File: src/rtl/hdlc_rx_frame_ring.sv
// HDLC receive buffer holding up to NUM_FRAMES good frames in a slot ring.
// Bad, aborted or ring-full frames are dropped without host involvement.
module hdlc_rx_frame_ring #(
    parameter int unsigned NUM_FRAMES = 4,
    parameter int unsigned MAX_BYTES  = 128,
    parameter int unsigned FCS_EN     = 1
) (
    input  logic                                Clk,
    input  logic                                Rst,
    input  logic                                Rx_ValidFrame,
    input  logic                                Rx_NewByte,
    input  logic [7:0]                          Rx_Data,
    input  logic                                Rx_EoF,
    input  logic                                Rx_AbortSignal,
    input  logic                                Rx_FrameError,
    input  logic                                Rx_FCSerr,
    input  logic                                Rx_RdBuff,
    input  logic                                Rx_Drop,
    output logic                                Rx_Ready,
    output logic [7:0]                          Rx_DataBuffOut,
    output logic [$clog2(MAX_BYTES+1)-1:0]      Rx_FrameSize,
    output logic                                Rx_Overflow,
    output logic [$clog2(NUM_FRAMES+1)-1:0]     Rx_FramesPending,
    output logic [7:0]                          Rx_LostCnt
);
    localparam int unsigned SIZE_W  = $clog2(MAX_BYTES + 1);
    localparam int unsigned CNT_W   = $clog2(NUM_FRAMES + 1);
    localparam int unsigned PTR_W   = $clog2(NUM_FRAMES);
    localparam int unsigned IDX_W   = $clog2(MAX_BYTES);
    localparam int unsigned FCS_LEN = (FCS_EN != 0) ? 2 : 0;

    typedef enum logic [1:0] {IDLE, COLLECT, DISCARD} wrState_t;

    wrState_t          wrState;
    logic [PTR_W-1:0]  wrPtr, rdPtr, rdPtrNext;
    logic [SIZE_W-1:0] wrIdx, rdIdx, idxAfter, commitSize, headSize, headSizeNext;
    logic              wrOvf, wrBad, ovfAfter, badAfter, headOvfNext;
    logic              byteFits, byteWr, tooShort, commit;
    logic              notEmpty, doDrop, doRead, lastByte, doRelease;
    logic [CNT_W-1:0]  count, countNext;

    logic [7:0]        mem      [NUM_FRAMES][MAX_BYTES];
    logic [SIZE_W-1:0] slotSize [NUM_FRAMES];
    logic              slotOvf  [NUM_FRAMES];

    // Write-side decode: the byte of this cycle is counted before EoF is judged
    always_comb begin
        byteFits   = wrIdx < SIZE_W'(MAX_BYTES);
        byteWr     = (wrState == COLLECT) && Rx_NewByte && byteFits;
        idxAfter   = wrIdx + SIZE_W'(byteWr);
        ovfAfter   = wrOvf | ((wrState == COLLECT) && Rx_NewByte && !byteFits);
        badAfter   = wrBad | Rx_AbortSignal | Rx_FrameError | ((FCS_EN != 0) && Rx_FCSerr);
        tooShort   = idxAfter <= SIZE_W'(FCS_LEN);
        commitSize = idxAfter - SIZE_W'(FCS_LEN);
        commit     = (wrState == COLLECT) && Rx_EoF && !badAfter && !tooShort;
    end

    // Read-side decode: Drop wins over RdBuff, last byte of head auto-releases
    always_comb begin
        notEmpty  = count != '0;
        headSize  = slotSize[rdPtr];
        doDrop    = notEmpty && Rx_Drop;
        doRead    = notEmpty && Rx_RdBuff && !Rx_Drop;
        lastByte  = rdIdx == (headSize - SIZE_W'(1));
        doRelease = doDrop || (doRead && lastByte);
        rdPtrNext = doRelease ? rdPtr + PTR_W'(1) : rdPtr;
        case ({commit, doRelease})
            2'b10:   countNext = count + CNT_W'(1);
            2'b01:   countNext = count - CNT_W'(1);
            default: countNext = count;
        endcase
        // a frame committed into an emptied ring becomes the head straight away
        if (commit && (rdPtrNext == wrPtr)) begin
            headSizeNext = commitSize;
            headOvfNext  = ovfAfter;
        end else begin
            headSizeNext = slotSize[rdPtrNext];
            headOvfNext  = slotOvf[rdPtrNext];
        end
    end

    // Write FSM
    always_ff @(posedge Clk or negedge Rst) begin
        if (!Rst) begin
            wrState    <= IDLE;
            wrPtr      <= '0;
            wrIdx      <= '0;
            wrOvf      <= 1'b0;
            wrBad      <= 1'b0;
            Rx_LostCnt <= '0;
            for (int unsigned i = 0; i < NUM_FRAMES; i++) begin
                slotSize[i] <= '0;
                slotOvf[i]  <= 1'b0;
            end
        end else begin
            case (wrState)
                IDLE: begin
                    if (Rx_ValidFrame) begin
                        if (count != CNT_W'(NUM_FRAMES)) begin
                            wrState <= COLLECT;
                            wrIdx   <= '0;
                            wrOvf   <= 1'b0;
                            wrBad   <= 1'b0;
                        end else begin
                            wrState <= DISCARD;
                            if (Rx_LostCnt != 8'hFF) Rx_LostCnt <= Rx_LostCnt + 8'd1;
                        end
                    end
                end
                COLLECT: begin
                    wrIdx <= idxAfter;
                    wrOvf <= ovfAfter;
                    wrBad <= badAfter;
                    if (Rx_EoF) begin
                        wrState <= IDLE;
                        if (commit) begin
                            slotSize[wrPtr] <= commitSize;
                            slotOvf[wrPtr]  <= ovfAfter;
                            wrPtr           <= wrPtr + PTR_W'(1);
                        end
                    end else if (!Rx_ValidFrame) begin
                        wrState <= IDLE;
                    end
                end
                DISCARD: begin
                    if (Rx_EoF || !Rx_ValidFrame) wrState <= IDLE;
                end
                default: wrState <= IDLE;
            endcase
        end
    end

    // Slot byte storage
    always_ff @(posedge Clk) begin
        if (byteWr) mem[wrPtr][IDX_W'(wrIdx)] <= Rx_Data;
    end

    // Read side and head-of-ring status
    always_ff @(posedge Clk or negedge Rst) begin
        if (!Rst) begin
            rdPtr          <= '0;
            rdIdx          <= '0;
            count          <= '0;
            Rx_Ready       <= 1'b0;
            Rx_DataBuffOut <= '0;
            Rx_FrameSize   <= '0;
            Rx_Overflow    <= 1'b0;
        end else begin
            if (doRead) Rx_DataBuffOut <= mem[rdPtr][IDX_W'(rdIdx)];
            if (doRelease)   rdIdx <= '0;
            else if (doRead) rdIdx <= rdIdx + SIZE_W'(1);
            rdPtr        <= rdPtrNext;
            count        <= countNext;
            Rx_Ready     <= countNext != '0;
            Rx_FrameSize <= (countNext != '0) ? headSizeNext : '0;
            Rx_Overflow  <= (countNext != '0) ? headOvfNext : 1'b0;
        end
    end

    assign Rx_FramesPending = count;

endmodule

File: config.mk
export PLATFORM = sky130hd
export DESIGN_NAME = hdlc_rx_frame_ring
export DESIGN_NICKNAME = d
export VERILOG_FILES = /design/src/rtl/hdlc_rx_frame_ring.sv
export SDC_FILE = /design/constraint.sdc
export NUM_CORES = 2
export LEC_CHECK = 0
export BUFFER_PORTS_ARGS = -buffer_cell sky130_fd_sc_hd__buf_4
export CAP_MARGIN = 10
export CORE_MARGIN = 2
export CORE_UTILIZATION = 55
export DETAILED_ROUTE_END_ITERATION = 7
export GPL_TIMING_DRIVEN = 1
export PLACE_DENSITY = 0.8
export SLEW_MARGIN = 20
export SYNTH_ARGS = -nofsm -noshare
export SYNTH_HDL_FRONTEND = slang
export SYNTH_SLANG_ARGS = --single-unit
export TNS_END_PERCENT = 1
File: constraint.sdc
create_clock -name Clk -period 5.8 [get_ports Clk]
set_input_delay 0.58 -clock Clk [delete_from_list [all_inputs] [get_ports Clk]]
set_output_delay 0.58 -clock Clk [all_outputs]
set_load 0.005 [all_outputs]
# Yosys cells after proc, flatten, opt, wreduce, memory -nomap -nowiden
# Memory sizes are Yosys's and may differ from the RTL's.
# Cells that the tools add are included.
# word_totals
reg_bits	89
mem_bits_rw	4096
out_inout_bits	29
n_memories	1
romBits	0
latch_bits	0
# mem_list
name	depth	word_bits	read_ports	rd_ports_with_merged_regs	write_ports	line_no	text
mem	4	1024	1	0	1	42	logic [7:0] mem [NUM_FRAMES][MAX_BYTES];
# classes
muxes	43
n_bitwise	10
multipliers	0
eq_ne	12
n_addsub	9
div_mod_pow	0
shifts	0
order_cmp	9
reduce_logical	29
# ops
op	count
1024-bit 2-to-1 mux	1
8-bit 2-to-1 mux	14
8-bit binary-select mux with 7-bit select	1
8-bit demux with 7-bit select	1
8-bit binary-select mux with 2-bit select	2
32-bit bitwise mux	1
8-bit by 1-bit adder with 8-bit output, second input constant	2
8-bit demux with 2-bit select	1
8-bit >= comparator, second input constant	2
7-bit NOT with 8-bit output	2
8-bit case mux with 2 select lines	1
1-bit logical AND	13
2-bit 2-to-1 mux	6
3-bit >= comparator, second input constant	3
2-bit NOT with 3-bit output	3
3-bit AND reduction	3
8-bit by 1-bit adder with 8-bit output	1
8-bit == test	1
8-bit by 2-bit less-or-equal comparator with 1-bit output, second input constant	1
8-bit by 1-bit < comparator with 1-bit output, second input constant	1
8-bit < comparator, second input constant	1
1-bit 2-to-1 mux	8
8-bit != test, second input constant	1
8-bit by 1-bit subtractor with 8-bit output, second input constant	1
24 further kinds	41

# Depth between registers and ports, before layout
# logic_depth
ltp_word	15
ltp_mapped	25
depth_no_buf	21

# Worst setup path before layout
# OpenSTA, ideal clock, no wires.
# synth_timing
kind	register to register
from	reg rdPtr[0]
to	reg Rx_FrameSize[0]
setup_ns	0.157
required_time_ns	5.643
t_arrival_ns	4.858
stages_incl_launch_ff	25
setup_slack_ns	0.784
cell_sequence	dfrtp_1 > buf_6 > mux4_2 > inv_1 > ha_1 > xor2_1 > nand3_1 > nor4b_1 > a211oi_1 > a311oi_1 > nand2_2 > inv_4 > buf_2 > buf_2 > ha_1 > inv_1 > fa_1 > xor2_1 > nor2_1 > xnor2_1 > inv_1 > nor3_1 > inv_1 > nand3_1 > o41ai_2
# synth_between
elab_cells_between_ends	22
classes_between	2 x add/sub; 4 x eq/ne; 10 x mux; 2 x bitwise; 4 x reduce/logical
# synth_rtl
item	line_no	text
from (decl)	35	logic [PTR_W-1:0] wrPtr, rdPtr, rdPtrNext;
from (signal assigned)	152	rdPtr <= rdPtrNext;
2-bit NOT with 3-bit output (not written as such) (*)	61	headSize = slotSize[rdPtr];
8-bit binary-select mux with 2-bit select (*)	61	
8-bit 2-to-1 mux (not written as such) (*) (2 in a row)	61	
8-bit by 1-bit subtractor with 8-bit output (*)	64	lastByte = rdIdx == (headSize - SIZE_W'(1));
8-bit == test (*)	64	
1-bit logical AND (*)	65	doRelease = doDrop || (doRead && lastByte);
1-bit logical OR (*)	65	
2-bit by 1-bit == test with 1-bit output or 2-bit == test (tied branches)	67	case ({commit, doRelease})
3-bit case mux with 2 select lines (*)	67	
net countNext[2]	40	logic [CNT_W-1:0] count, countNext;
3-bit nonzero test (*)	155	Rx_FrameSize <= (countNext != '0) ? headSizeNext : '0;
8-bit 2-to-1 mux (*)	155	
to (signal assigned)	155	
to (decl)	21	output logic [$clog2(MAX_BYTES+1)-1:0] Rx_FrameSize,
# The timed path passes the listed nets; every way through them passes the cells marked *. The select of a mux whose other input is x is not followed.
# A chain may end at the register's enable or synchronous reset.

# Worst setup path after layout
# Ends and elaborated chain as after synthesis.

==> flow_summary.ini <==
[detailed_routing]
ant_nets = 0
drcViolationCount = 0
routed_wl_um = 455000
drt_iter0_drc = 15300
avgViaCountPerCell = 7.18
dr.pass1.iters = 8
routedWlPerCell_um = 39.8
vias = 82000

[finish]
stdcell_count = 11400
drive_gt1_share_pct = 28.4
syn_to_final_growth_pct = 11.3
design_area_mm2 = 0.181
final_core_util_pct = 61.6
nets = 7206

[setup_path]
slowest_stage = dfrtp_4
critical_path_class = flip-flop to flip-flop
critPathTopFamily = simple AND/OR/NAND/NOR gates
crit_chain = mux4_2 -> inv_1 -> ha_1 -> xor2_1 -> nand3_1 -> nor4b_1 -> a211oi_1 -> a311oi_1 -> nand2_2 -> inv_6 -> ha_1 -> inv_1 -> fa_1 -> xor2_1 -> nor2_1 -> xnor2_1 -> inv_1 -> nor3_1 -> buf_4 -> inv_1 -> nand3_1 -> o41ai_2
r2r-end = Rx_FrameSize[0]
rr_worst_depth = 22
reg2reg_from = rdPtr[0]
slowest_delay_ns = 0.66
cp-end-kind = flip-flop
worst-r2r-setup-slack_ns = 0.28
worstPathRequired_ns = 6.61
cp-start-kind = flip-flop
crit_path_max_fanout = 28
worst_ep_arrival_time_ns = 6.32
worst_path_most_repeated_cell = inv_1
cp_num_buf_inv = 6

[synthesis]
synth-edff-count = 4096
synth_cell_types = 58
synth_nets = 7054
netlist_instances = 7023
syn_area_per_cell_um2 = 23.2
synth-seq-cells = 4185
seq_area_frac_synth_pct = 77.0
synth_flop_cell = edfxtp_1
synthArstFlopShare_pct = 2.13
synth_area_mm2 = 0.163
yosys_warnings = 0

[pwr]
p_leak_nw = 55.4
finalPower_mw = 84.1
power_density_mw_per_mm2 = 464
ir_drop_mv = 0.468

[die]
rows = 199
io_pins = 47
die_area_mm2 = 0.300
core_area_mm2 = 0.294
chipWidth_um = 548
die_y_um = 548
start_util_pct = 55.3

[cts]
numCtsBuffers = 398
cts_tree = built
ctsHtreeMaxLevel = 5
clock_latency_ns = 1.00
path_clk_slew_ns = 0.07
cts-root-buf = clkbuf_16
clock_sinks = 4185
clockBufferDepth = 4

[hold_path]
hold_class = primary input to flip-flop
holdCritStartpoint = Rx_Data[1]
hold_end = mem[0][657]
min_path_cells = 1

[placement]
pre_cts_ws_ns = 0.387
place_area_mm2 = 0.168
dp_cells = 10700
port_buffers = 46
gp_routability_congestion = 0.856
post-dp-hpwl_um = 214000

[timing]
setup_slack_ns = 0.285
setup_violations = 0
worstMarginPinSlew_ns = 1.37
max_freq_mhz = 181
fin_crit_sh_pct = 95.1
clock_skew_ns = 0.0780
hold_viol_final = 0
holdWs_ns = 0.0276
rsz0062_at_grt = false
fin_crit_ns = 5.52
slew_violations = 0
relSlewSlack_pct = 8.48
fin_tns_setup_ns = 0

[job]
maxCapViolCount = 0

[grt]
grt_pass1_vias = 82800
grt_use_total_pct = 29.7
grt_max_degree = 220
grt_antenna_before_repair = 20
overflow = 0
grt_first_pass_wirelength_um = 637000

[outcome]
status = completed
==> layer usage <==
layer	routed length (µm)	share of wire (%)	global-route usage, %	vias to the layer above
met1	146000	32	38.7	42800
met3	55100	12	6.36	1478
met2	226000	50	48.3	7678
met5	154	0.034	0	-
li1	-	-	-	30100
met4	28000	6.2	14.2	22
==> kinds of logic after synthesis <==
kind of cell | synth area share (%)
xor gates and xnor gates | 0.225
DFF | 77.0
and+or+nand+nor | 2.00
muxes | 18.9
AOI/OAI and AO/OA | 0.707
adders and majority gates | 0.105
buffers and inverters | 1.10
==> cell type report <==
cell class	count	area, µm²
multi-input combinational	2415	35800
clock inverter	251	2890
antenna	5	12.5
sequential	4185	125000
timing repair buffer	156	1810
fill	17700	113000
clock buffer	475	10300
inverter	19	76.3
tap	3919	4900
==> worst max-delay path by stage <==
stage	start	end	slack, ns	cells after the start
2_1_floorplan	rdPtr[0]	Rx_FrameSize[0]	0.78	24
3_3_place_gp	rdPtr[0]	Rx_FrameSize[0]	0.39	22
3_5_place_dp	rdPtr[0]	Rx_FrameSize[0]	0.39	19
4_1_cts	rdPtr[0]	Rx_FrameSize[0]	0.14	22
5_1_grt	rdPtr[0]	Rx_FrameSize[0]	0.05	22
6_report	rdPtr[0]	Rx_FrameSize[0]	0.28	22
==> power by group <==
part,internal [mW],switching [mW]
Sequential,33.3,0.352
Combinational,10.4,12.6
Clock,15.1,12.3
Total,58.9,25.2
==> cell usage in the layout, fill, tap and decap left out, types with 7 or more instances in the layout <==
cell	n
nand2b_1	10
nor3_1	16
mux4_2	1346
a221oi_1	7
bufinv_16	52
clkbuf_16	401
clkinv_16	8
dfrtp_1	83
a211oi_1	29
nor2_1	552
clkinv_4	10
xor2_1	17
mux2i_1	27
clkinv_2	83
and2_1	7
nor2b_1	21
buf_4	99
edfxtp_1	4096
buf_12	37
nand2_1	139
a22oi_1	32
xnor2_1	23
clkinvlp_4	16
o21ai_0	41
ha_1	8
nand3_1	12
buf_8	10
clkinv_1	69
mux2_2	14
a21oi_1	35
inv_6	7
clkbuf_1	72
inv_1	16
==> Yosys cell counts (17+ instances only) <==
cell | count | share of area (%)
a21oi_1 | 35 | 0.11
nor2_1 | 556 | 1.3
nor3_1 | 17 | 0.052
a211oi_1 | 29 | 0.13
mux4_2 | 1346 | 19
buf_2 | 110 | 0.34
buf_1 | 66 | 0.15
mux2i_1 | 27 | 0.17
xor2_1 | 17 | 0.092
dfrtp_1 | 89 | 1.4
xnor2_1 | 23 | 0.12
o21ai_0 | 41 | 0.13
a22oi_1 | 32 | 0.15
nor2b_1 | 22 | 0.085
edfxtp_1 | 4096 | 76
nand2_1 | 145 | 0.33
clkbuf_1 | 217 | 0.50
==> sequential cells by signal (all words and copies together), names as in the netlist, 3 cells and up <==
register,flops
wrIdx,8
Rx_LostCnt,8
rdIdx,8
slotSize,32
Rx_FrameSize,8
slotOvf,4
Rx_FramesPending,3
Rx_DataBuffOut,8
mem,4096
==> repair_timing <==
action                                 in CTS  in global routing
endpoints found under the hold margin      47                  0
setup endpoints to repair                   0                  3
hold buffers                                4                  0
gates resized for setup                     0                  2
setup buffers                               0                  1
(Power assumes the default switching activity.)
